--- src/rtl/reg_bank_pkg.sv ---
// Shared types and helpers for the multiport register bank and its clear sequencer.
package reg_bank_pkg;

    typedef enum logic {
        IDLE  = 1'b0,
        CLEAR = 1'b1
    } clr_state_e;

    function automatic int clog2(input int value);
        int r;
        r = 0;
        for (int k = 0; k < 32; k++) begin
            if ((1 << r) < value) begin
                r = r + 1;
            end
        end
        return r;
    endfunction

endpackage

--- src/rtl/reg_bank_clear_ctrl.sv ---
// Clear sequencer: walks the array one entry per cycle after reset or on request.
module reg_bank_clear_ctrl
    import reg_bank_pkg::*;
#(
    parameter int DEPTH = 32,
    parameter int AW    = 5
) (
    input  logic          clk,
    input  logic          rst,
    input  logic          i_clr_req,
    output logic          o_clr_busy,
    output logic          o_clr_we,
    output logic [AW-1:0] o_clr_addr,
    output clr_state_e    o_state
);

    localparam logic [AW-1:0] LP_LAST = AW'(DEPTH - 1);

    clr_state_e    r_state;
    clr_state_e    w_state_nxt;
    logic [AW-1:0] r_cnt;
    logic [AW-1:0] w_cnt_nxt;

    always_ff @(posedge clk or posedge rst) begin
        if (rst) begin
            r_state <= CLEAR;
            r_cnt   <= '0;
        end else begin
            r_state <= w_state_nxt;
            r_cnt   <= w_cnt_nxt;
        end
    end

    // A request arriving while clearing is ignored; the sweep never restarts early.
    always_comb begin
        w_state_nxt = r_state;
        w_cnt_nxt   = r_cnt;
        case (r_state)
            CLEAR: begin
                w_cnt_nxt = r_cnt + AW'(1);
                if (r_cnt == LP_LAST) begin
                    w_state_nxt = IDLE;
                    w_cnt_nxt   = '0;
                end
            end
            IDLE: begin
                if (i_clr_req) begin
                    w_state_nxt = CLEAR;
                    w_cnt_nxt   = '0;
                end
            end
            default: begin
                w_state_nxt = CLEAR;
                w_cnt_nxt   = '0;
            end
        endcase
    end

    assign o_clr_busy = (r_state == CLEAR);
    assign o_clr_we   = (r_state == CLEAR);
    assign o_clr_addr = r_cnt;
    assign o_state    = r_state;

endmodule

--- src/rtl/reg_bank_multiport.sv ---
// Parametrised register bank: NRD registered read ports, one write port with
// optional write-first bypass, optional hardwired-zero r0 and a hardware clear.
module reg_bank_multiport
    import reg_bank_pkg::*;
#(
    parameter int WIDTH    = 32,
    parameter int DEPTH    = 32,
    parameter int NRD      = 2,
    parameter int BYPASS   = 1,
    parameter int ZERO_REG = 1,
    localparam int AW      = clog2(DEPTH)
) (
    input  logic                   clk,
    input  logic                   rst,
    input  logic [NRD*AW-1:0]      rd_addr,
    output logic [NRD*WIDTH-1:0]   rd_data,
    input  logic                   wr_en,
    input  logic [AW-1:0]          wr_addr,
    input  logic [WIDTH-1:0]       wr_data,
    input  logic                   clr_req,
    output logic                   clr_busy
);

    localparam logic [AW:0] LP_DEPTH = (AW + 1)'(DEPTH);

    logic [WIDTH-1:0] r_mem [DEPTH];
    logic             w_port_we;
    logic             w_clr_we;
    logic [AW-1:0]    w_clr_addr;
    clr_state_e       w_state;

    reg_bank_clear_ctrl #(
        .DEPTH (DEPTH),
        .AW    (AW)
    ) u_clear_ctrl (
        .clk        (clk),
        .rst        (rst),
        .i_clr_req  (clr_req),
        .o_clr_busy (clr_busy),
        .o_clr_we   (w_clr_we),
        .o_clr_addr (w_clr_addr),
        .o_state    (w_state)
    );

    // Port writes only land while idle; out-of-range and protected r0 writes vanish.
    assign w_port_we = wr_en && (w_state == IDLE) && ({1'b0, wr_addr} < LP_DEPTH)
                       && !((ZERO_REG != 0) && (wr_addr == '0));

    always_ff @(posedge clk) begin
        if (w_clr_we) begin
            r_mem[w_clr_addr] <= '0;
        end else if (w_port_we) begin
            r_mem[wr_addr] <= wr_data;
        end
    end

    for (genvar g = 0; g < NRD; g++) begin : g_rd
        logic [AW-1:0]    w_addr;
        logic [WIDTH-1:0] w_val;
        logic [WIDTH-1:0] r_rd;

        assign w_addr = rd_addr[g*AW +: AW];

        always_comb begin
            w_val = r_mem[w_addr];
            if ((w_state == CLEAR) || ({1'b0, w_addr} >= LP_DEPTH)
                || ((ZERO_REG != 0) && (w_addr == '0))) begin
                w_val = '0;
            end else if ((BYPASS != 0) && w_port_we && (wr_addr == w_addr)) begin
                w_val = wr_data;
            end
        end

        always_ff @(posedge clk or posedge rst) begin
            if (rst) begin
                r_rd <= '0;
            end else begin
                r_rd <= w_val;
            end
        end

        assign rd_data[g*WIDTH +: WIDTH] = r_rd;
    end

endmodule

--- config.mk ---
export PLATFORM = sky130hd
export DESIGN_NAME = reg_bank_multiport
export DESIGN_NICKNAME = d
export VERILOG_FILES = /design/src/rtl/reg_bank_pkg.sv /design/src/rtl/reg_bank_clear_ctrl.sv /design/src/rtl/reg_bank_multiport.sv
export SDC_FILE = /design/constraint.sdc
export NUM_CORES = 1
export LEC_CHECK = 0
export CAP_MARGIN = 15
export CORE_UTILIZATION = 43
export CTS_BUF_LIST = sky130_fd_sc_hd__clkbuf_4 sky130_fd_sc_hd__clkbuf_8 sky130_fd_sc_hd__clkbuf_16
export DETAILED_ROUTE_END_ITERATION = 10
export PLACE_DENSITY = 0.7
export SKIP_LAST_GASP = 1
export SYNTH_ARGS = -nofsm -noshare
export SYNTH_HDL_FRONTEND = slang
export SYNTH_SLANG_ARGS = --single-unit
--- constraint.sdc ---
create_clock -name clk -period 3.1 [get_ports clk]
set_clock_uncertainty 0.2 [all_clocks]
set_input_delay 0.31 -clock clk [delete_from_list [all_inputs] [get_ports clk]]
set_output_delay 0.31 -clock clk [all_outputs]
set_load 0.01 [all_outputs]
==> impl_metrics.yaml, run 1 <==
outcome:
  status: "finished clean"
pwr:
  p_sw_w: 0.0117
  comb_power_share: 0.209
  p_int_w: 0.0300
  cellPowerDensity_nw_per_um2: 690
  pwr-share-seq: 0.467
  ir_drop_v: 0.000613
  switching_share: 0.280
  p_clk_frac: 0.324
  power_leakage_nw: 20.9
place:
  pre_cts_ws_ps: -217
  place_hpwl_um: 98100
  dp_cells: 4484
  place_congestion: 0.959
  portBuffers: 115
layout:
  nets: 3124
  synthToLayoutAreaGrowth_pct: 19.3
  antennaDiodeCount: 0
  drive_gt1_frac: 0.300
  seq_area_um2: 32500
  final_cells: 4685
  utilization: 0.519
  fillers: 9068
  multi_input_area_um2: 17400
timing:
  fmax_ghz: 0.363
  rsz0062_at_grt: "false"
  fin_ws_ps: 344
  slew_headroom: 0.320
  layout_min_cycle_time_ps: 2760
  final_max_slew_viol_count: 0
  hold_viol_final: 0
  setup_viol_count_final: 0
  worst_slew_pin_slew_ps: 1020
  fin_crit_sh: 0.889
global_routing:
  antenna_found_initial: 1
  grt-busiest-layer: "met2"
  grt_pass1_wl_um: 221000
  grtUsageMet1: 0.349
  grt-ovfl-total: 0
  grt_pass1_vias: 31500
  met2_usage: 0.399
  grt_max_degree: 74
  grt_usage: 0.254
  globalRouteMet3Util: 0.0577
cts:
  ctsHoldBuffers: 1
  cts_sinks: 1094
  cts_tree: "built"
  postCtsSetupBuffers: 0
  ctsResizeCount: 0
  numCtsBuffers: 108
  clk_latency_ps: 700
  clk_path_buf_depth: 3
  path_clk_slew_ps: 60
  ctsRootBufferMaster: "clkbuf_16"
  cts_max_level: 3
run:
  cap_violations: 0
critical_path:
  critPathRequiredTime_ps: 3290
  start_kind: "flop"
  crit_start: "u_clear_ctrl.o_clr_addr[3]$_DFFE_PP0P_"
  crit_fanout: 15
  arrival_ps: 2940
  critPathKind: "flop to flop"
  critPathCaptureType: "flop"
  r2r_start: "u_clear_ctrl.o_clr_addr[3]$_DFFE_PP0P_"
die:
  io_pins: 116
  dieArea_um2: 119000
  rows: 125
  die_h_um: 345
  die_w_um: 345
  start_util: 0.435
  coreArea_um2: 116000
yosys:
  netlist_area_um2: 50600
  ys_types: 46
  async_reset_ff_frac: 0.0640
  syn_area_per_cell_um2: 18.3
  synth_fp_nets: 2814
  ys_seq_area_frac: 0.642
  syn_inst: 2761
  ys.warnings.count: 0
  ys.flop_type: "edfxtp_1"
  ys_ff_latch: 1094
  synth-edff-count: 1024
drt:
  routed_wl_um: 152000
  drtIter0Drc: 4204
  firstDrtPassIters: 6
  drc_errors: 0
  ant_nets: 0
  vias: 31000
  wl_per_cell_um: 32.5
  vias_per_cell: 6.62
min_path:
  min_from: "clr_req"
  hp-class: "input port to flop"
[kinds of logic after synthesis]
group,share of synthesized area
AOI/OAI and AO/OA,0.0809
xor gates and xnor gates,0.00208
adders and majority gates,0.000494
buffers and inverters,0.0216
DFF,0.642
muxes,0.234
and+or+nand+nor,0.0184
[placed cells by master (no fill, tap or decap), types with 9 or more instances in the layout]
| cell type | instances |
|---|---|
| nor2b_1 | 65 |
| a221o_1 | 32 |
| clkbuf_16 | 108 |
| buf_12 | 107 |
| nand2_1 | 15 |
| a221oi_1 | 128 |
| xnor2_1 | 12 |
| o21bai_1 | 64 |
| mux2i_1 | 321 |
| clkinv_2 | 16 |
| a22oi_1 | 67 |
| mux4_2 | 384 |
| clkdlybuf4s50_1 | 107 |
| and2_1 | 32 |
| buf_4 | 208 |
| inv_1 | 9 |
| a211o_1 | 32 |
| dfrtp_1 | 69 |
| clkbuf_4 | 30 |
| a211oi_1 | 96 |
| a21oi_1 | 96 |
| clkbuf_8 | 14 |
| nor2_4 | 34 |
| edfxtp_1 | 1024 |
| bufinv_16 | 9 |
[area by class of cell]
cell class,instances,share of cell area
Inverter,10,0.000643
Sequential cell,1094,0.538
Timing Repair Buffer,429,0.0806
Tap cell,1524,0.0316
Clock buffer,152,0.0517
Clock inverter,48,0.00939
Multi-Input combinational cell,1428,0.288
[power groups by stage]
stage,Sequential [W],Combinational [W],Clock (W)
floorplan,0.0194,0.00422,0
global placement,0.0195,0.00847,0
detailed placement,0.0197,0.00863,0
CTS,0.0194,0.00867,0.0136
global route,0.0196,0.00904,0.0142
finish,0.0194,0.00869,0.0135
[path summary, 6_finish.rpt]
path	endpoint	slack, ps	cells after the start
min reg2reg	u_clear_ctrl.o_clr_addr[0]$_DFFE_PP0P_	460	1
max	r_mem[24][1]$_DFFE_PP_	340	6
max reg2reg	r_mem[24][1]$_DFFE_PP_	340	6
max in group asynchronous	g_rd[0].r_rd[30]$_DFF_PP0_	1610	4
min in group asynchronous	g_rd[0].r_rd[1]$_DFF_PP0_	380	3
min	u_clear_ctrl.o_clr_busy$_DFF_PP1_	70	3
[state kept, by name, indices dropped and copies added (netlist names)]
| signal | flops |
|---|---|
| r_mem | 1024 |
| g_rd.r_rd | 64 |
| u_clear_ctrl.o_clr_addr | 5 |
| u_clear_ctrl.o_clr_busy | 1 |
[routing by layer]
metal  part of all wire  vias to the layer above
met5           0.000092                        -
met1               0.39                    16300
met3               0.11                      260
li1                   -                    12500
met2               0.47                     2002
met4              0.033                        2
[synth_stat cells (39+ instances only)]
master / instances / area (um2)
mux2i_1: 321 / 3210
a21oi_1: 97 / 485
a221oi_1: 128 / 1120
edfxtp_1: 1024 / 30700
dfrtp_1: 69 / 1730
buf_2: 94 / 470
o21bai_1: 64 / 480
nor2b_1: 67 / 419
mux4_2: 384 / 8650
clkbuf_1: 104 / 390
a211oi_1: 96 / 721
a22oi_1: 67 / 503
nor2_1: 39 / 146
[critical path, cell delays in order, from the launching register on]
cell       delay (ps)
dfrtp_1           530
inv_1             140
o21ai_0           690
a2bb2oi_1         250
buf_12            210
nor2_4            200
buf_12            200
[stage by stage]
step | hold WS (ps) | TNS (ps) | power [W] | area (um2)
3_5_place_dp | 454 | -69630 | 0.0283 | 56700
5_1_grt | 52.9 | 0 | 0.0428 | 60400
6_report | 71.8 | 0 | 0.0416 | 60400
3_3_place_gp | 387 | -92050 | 0.0280 | 56700
2_1_floorplan | 196 | -124210 | 0.0236 | 50700
4_1_cts | 18.1 | 0 | 0.0417 | 60400
Power figures use the tool's default switching activity.
==> run 2, diff against run 1 <==
- ABC_AREA: not set -> 0
==> results of run 2 <==
The final DEF is identical to that of run 1; final timing and power are the same.
